File: config.mk
export PLATFORM = sky130hd
export DESIGN_NAME = gray_binary_seq_ctrl_flat
export DESIGN_NICKNAME = d
export VERILOG_FILES = /design/src/rtl/gray_binary_seq_ctrl_if.sv /design/src/rtl/gray_binary_seq_ctrl.sv /design/src/flat_wrapper.sv
export SDC_FILE = /design/constraint.sdc
export NUM_CORES = 1
export LEC_CHECK = 0
export ABC_AREA = 1
export CAP_MARGIN = 20
export CORE_MARGIN = 2
export CORE_UTILIZATION = 35
export DETAILED_ROUTE_END_ITERATION = 12
export PLACE_DENSITY_LB_ADDON = 0.1
export SKIP_LAST_GASP = 1
export SYNTH_ARGS = -nofsm -noshare
export SYNTH_HDL_FRONTEND = slang
export SYNTH_SLANG_ARGS = --single-unit
File: constraint.sdc
create_clock -name clk -period 1.6 [get_ports clk]
set_input_delay 0.4 -clock clk [delete_from_list [all_inputs] [get_ports clk]]
set_output_delay 0.4 -clock clk [all_outputs]
set_load 0.02 [all_outputs]
File: src/rtl/gray_binary_seq_ctrl_if.sv
// gray_binary_seq_ctrl_if: request/result handshake bundle for the bit-serial Gray<->binary converter
// in_valid/in_ready/dir/data_in carry the word in; out_valid/out_ready/data_out carry the result out
interface gray_binary_seq_ctrl_if #(parameter int WIDTH = 4);
   logic             in_valid;
   logic             in_ready;
   logic             dir;
   logic [WIDTH-1:0] data_in;
   logic             out_valid;
   logic             out_ready;
   logic [WIDTH-1:0] data_out;
   modport master (output in_valid, dir, data_in, out_ready, input in_ready, out_valid, data_out);
   modport slave  (input in_valid, dir, data_in, out_ready, output in_ready, out_valid, data_out);
endinterface

File: src/rtl/gray_binary_seq_ctrl.sv
// gray_binary_seq_ctrl: MSB-first bit-serial Gray<->binary converter with handshakes and a handoff counter
// clk, rst_n (async active-low), clear (sync flush to IDLE), bus (slave: word in / result out),
// busy (SHIFT or DONE), conv_count (results handed off, wraps)
module gray_binary_seq_ctrl #(
   parameter int WIDTH = 4,
   parameter int CNT_W = 8
) (
   input  logic                  clk,
   input  logic                  rst_n,
   input  logic                  clear,
   gray_binary_seq_ctrl_if.slave bus,
   output logic                  busy,
   output logic [CNT_W-1:0]      conv_count
);
   localparam int IW = $clog2(WIDTH);
   typedef enum logic [1:0] {IDLE, SHIFT, DONE} state_t;
   state_t           state, state_nx;
   logic [WIDTH-1:0] word, dout;
   logic [IW-1:0]    idx;
   logic             dir_r, prev, bit_out, accept, handoff;
   assign accept  = state == IDLE && bus.in_valid;
   assign handoff = state == DONE && bus.out_ready;
   // One shared XOR: prev is the previous output bit (gray->binary) or previous input bit (binary->gray)
   assign bit_out = word[idx] ^ prev;
   assign bus.data_out = dout;
   always_ff @(posedge clk or negedge rst_n)
      if (!rst_n) state <= IDLE;
      else state <= state_nx;
   always_comb
      state_nx = clear ? IDLE :
                 accept ? SHIFT :
                 (state == SHIFT && idx == '0) ? DONE :
                 handoff ? IDLE : state;
   always_comb begin
      bus.in_ready  = state == IDLE;
      bus.out_valid = state == DONE;
      busy          = state != IDLE;
   end
   always_ff @(posedge clk or negedge rst_n)
      if (!rst_n) begin
         word       <= '0;
         dir_r      <= 1'b0;
         idx        <= '0;
         prev       <= 1'b0;
         dout       <= '0;
         conv_count <= '0;
      end else if (!clear) begin
         if (accept) begin
            word  <= bus.data_in;
            dir_r <= bus.dir;
            idx   <= IW'(WIDTH - 1);
            prev  <= 1'b0;
         end
         if (state == SHIFT) begin
            dout[idx] <= bit_out;
            prev      <= dir_r ? word[idx] : bit_out;
            idx       <= idx - IW'(1);
         end
         if (handoff) conv_count <= conv_count + CNT_W'(1);
      end
endmodule

File: src/flat_wrapper.sv
// flat-port wrapper written by rule: the top's interface ports become plain ports
module gray_binary_seq_ctrl_flat 
#(
   parameter int WIDTH = 4,
   parameter int CNT_W = 8
)
  (clk, rst_n, clear, busy, conv_count, bus_in_valid, bus_dir, bus_data_in, bus_out_ready, bus_in_ready, bus_out_valid, bus_data_out);
  gray_binary_seq_ctrl_if #(.WIDTH(WIDTH)) bus_i ();
  input  logic clk;
  input  logic rst_n;
  input  logic clear;
  output logic busy;
  output logic [CNT_W-1:0] conv_count;
  input wire logic [$bits(bus_i.in_valid)-1:0] bus_in_valid;
  input wire logic [$bits(bus_i.dir)-1:0] bus_dir;
  input wire logic [$bits(bus_i.data_in)-1:0] bus_data_in;
  input wire logic [$bits(bus_i.out_ready)-1:0] bus_out_ready;
  output wire logic [$bits(bus_i.in_ready)-1:0] bus_in_ready;
  output wire logic [$bits(bus_i.out_valid)-1:0] bus_out_valid;
  output wire logic [$bits(bus_i.data_out)-1:0] bus_data_out;
  assign bus_i.in_valid = bus_in_valid;
  assign bus_i.dir = bus_dir;
  assign bus_i.data_in = bus_data_in;
  assign bus_i.out_ready = bus_out_ready;
  assign bus_in_ready = bus_i.in_ready;
  assign bus_out_valid = bus_i.out_valid;
  assign bus_data_out = bus_i.data_out;
  gray_binary_seq_ctrl #(.WIDTH(WIDTH), .CNT_W(CNT_W)) u_core (.clk(clk), .rst_n(rst_n), .clear(clear), .bus(bus_i), .busy(busy), .conv_count(conv_count));
endmodule
==> run summary <==
Chip width: 60.4 µm
Net count after synthesis: 152
Startpoint Class: flop
Synth Area in Compound Gates: 5.17%
Num CTS Buffers: 3
Fin Clk Skew: 0.00181 ns
Detail Route Antenna Nets: 0
Drt first pass iters: 4
Crit path arrival time: 1.16 ns
Largest family of logic cells by synthesized area: simple AND/OR/NAND/NOR gates
Vias in the first global route: 855
CTS Sinks: 22
Dominant cell type by area after synthesis: dfrtp_1
Worst Path Required: 1.20 ns
FP Rows: 20
Max Fclk: 642 MHz
Critical path class: flop to output port
Register area share after synthesis: 49.4%
Seq cells post-synth: 22
Root Buffer: clkbuf_4
FF/Latch Area: 551 µm²
Max Transition Viols Final: 0
Simple-gate share of the synthesized area: 30.1%
Most common flop cell mapped by yosys: dfrtp_1
Final Hold Violating Endpoints: 0
Synth Area in XOR/XNOR: 3.93%
Largest cells by area after synthesis: dfrtp_1, nand2_1, inv_1
Dpl cells: 213
Die area: 3650 µm²
Slew headroom: 80.7%
Mux cell area share after synthesis: 0%
Layout area overhead: 37.2%
TritonCTS clock tree: built
Share of the synthesized area in the top cell type: 49.4%
Synth Area in Adders: 5.62%
Synthesized area per cell: 8.13 µm²
Fillers: 303
IO Count: 25
Post-synth EDFFs: 0
Vias: 957
Post-Route Setup TNS: 0 ns
Crit. End Element: output port
CP Launch Point: u_core.state[0]
CORE AREA: 3030 µm²
Area of the multi-input gates: 499 µm²
Initial antenna violation count: 0
Post-synth top cells: nand2_1, dfrtp_1, inv_1, nor2_1, a21oi_1
Reg2reg path depth: 8
PwrDens: 1080 nW/µm²
Share of layout cells above drive strength 1: 15.3%
Crit path capture: busy
Tmin final: 1.56 ns
CTS clk-pin slew, worst paths: 0.12 ns
Reg2Reg Setup Slack: 0.19 ns
Status: complete, no violations
Crit-path cells: nor2_2 -> inv_1 -> clkdlybuf4s15_2
Dpl hpwl: 1690 µm
Syn. warnings: 0
CP max FO: 3
Post-Synthesis Cells: 137
WL final: 2180 µm
CTS Buffer Depth: 2
FF-to-FF End: u_core.prev
Total global-route track usage: 13.7%
Final setup viols: 0
H-tree depth: 1
Hold/Removal Path Class: primary input to async pin
Period utilization: 97.3%
Gpl congestion: 0.749
Cell variety after synth: 17
Die height: 60.4 µm
Post-synthesis cell area: 1110 µm²
Iteration-0 DRC Markers: 26
Asr flop ratio synth: 100%
Max cap viols: 0
Clk_lat worst skew: 0.31 ns
Routed len/inst: 9.87 µm
N_diodes: 0
Non-filler cells in the finished layout: 221
Largest net degree at the start of global routing: 23
Slew @ Worst Pin: 0.290 ns
VDD IR max: 535 µV
I/O Buffers: 24
First-pass GRT wire length: 3660 µm
P_leak: 0.804 nW
Global route overflow: 0
Final nets: 193
Top-count cell post-synth: nand2_1
R2R Path Start: u_core.state[1]
DRC: 0
Via-to-Cell Ratio: 4.33
Crit path largest cell delay: 0.42 ns
Slowest-stage cell, CP: dfrtp_1
Starting Density: 36.8%
[through the flow]
step / total power, mW / hold slack [ns] / setup WS [ns] / utilization [%] / instance area, µm²
2_1_floorplan: 1.04 / 0.104 / 0.298 / - / 1110
3_3_place_gp: 1.26 / 0.457 / -0.00842 / 48.5 / 1470
3_5_place_dp: 1.28 / 0.461 / -0.0709 / 48.5 / 1470
4_1_cts: 1.66 / 0.429 / -0.0479 / 49.7 / 1510
5_1_grt: 1.78 / 0.426 / -0.0101 / 50.5 / 1530
6_report: 1.65 / 0.433 / 0.0425 / 50.5 / 1530
[worst min-delay path by stage]
stage                         startpoint                     end  slack (ns)  cells past startpoint
after global placement    u_core.word[3]          u_core.word[3]        0.46                      2
final                              rst_n    u_core.conv_count[4]        0.43                      2
after global routing               rst_n    u_core.conv_count[5]        0.43                      2
after CTS                          rst_n    u_core.conv_count[4]        0.43                      2
after floorplan                    rst_n  u_core.bus.data_out[0]        0.10                      0
after detailed placement  u_core.word[3]          u_core.word[3]        0.46                      2
[placed cells by master, fill, tap and decap left out, drive strengths merged]
| cell | count |
|---|---|
| clkdlybuf4s15 | 1 |
| a21oi | 6 |
| dfrtp | 22 |
| nand3 | 6 |
| bufinv | 1 |
| xnor2 | 3 |
| nand2 | 49 |
| inv | 17 |
| dlygate4sd2 | 12 |
| xor2 | 2 |
| nand4 | 1 |
| o21ai | 4 |
| a22oi | 1 |
| nor2 | 20 |
| nand3b | 1 |
| clkbuf | 5 |
| ha | 5 |
| buf | 12 |
| clkdlybuf4s50 | 9 |
[cell type report]
class                      count  share of cell area, %
clock buffer                   3                   1.47
clock inverter                 1                   1.97
inverter                      17                   4.18
multi-input combinational     98                   32.7
sequential                    22                   36.0
tap                           44                   3.60
timing repair buffer          36                   20.1
[flip-flops by register name (all words and copies together), names as in the netlist]
name,flops
u_core.word,4
u_core.idx,2
u_core.state,2
u_core.bus.data_out,4
u_core.prev,1
u_core.conv_count,8
u_core.dir_r,1
[repair_timing]
item,4_1_cts,5_1_grt
setup endpoints to repair,15,3
pin swaps,0,1
hold buffers,0,0
hold endpoints to repair,0,0
resized for setup,17,4
buffers inserted,0,4
[cells by family (layout without fill, tap and decap cells)]
family / Yosys count / after routing
and+or+nand+nor: 77 / 77
DFF: 22 / 22
buffers and inverters: 17 / 57
AOI/OAI and AO/OA: 11 / 11
adders and majority gates: 5 / 5
xor gates and xnor gates: 5 / 5
[power breakdown]
group / leakage, nW / internal (mW) / total (mW) / switching [mW]
Combinational: 0.496 / 0.198 / 0.497 / 0.299
Clock: 0.0279 / 0.253 / 0.424 / 0.171
Sequential: 0.280 / 0.658 / 0.731 / 0.0735
[metal layers]
| metal | share of wire [%] | vias to the layer above | wire (µm) | GRT usage, % |
|---|---|---|---|---|
| met1 | 43 | 436 | 936 | 16.8 |
| met2 | 52 | 18 | 1140 | 23.6 |
| met3 | 3.3 | 4 | 72 | 1.92 |
| met5 | 0 | - | 0 | 0 |
| li1 | - | 499 | - | - |
| met4 | 1.4 | 0 | 31 | 6.67 |
[critical path, delay by kind of cell (launching register included)]
| kind | cells | cell delay [ns] |
|---|---|---|
| simple gates | 1 | 0.14 |
| buf+inv | 2 | 0.29 |
| flops | 1 | 0.42 |
Note: power is estimated with default switching activity, not from simulation.
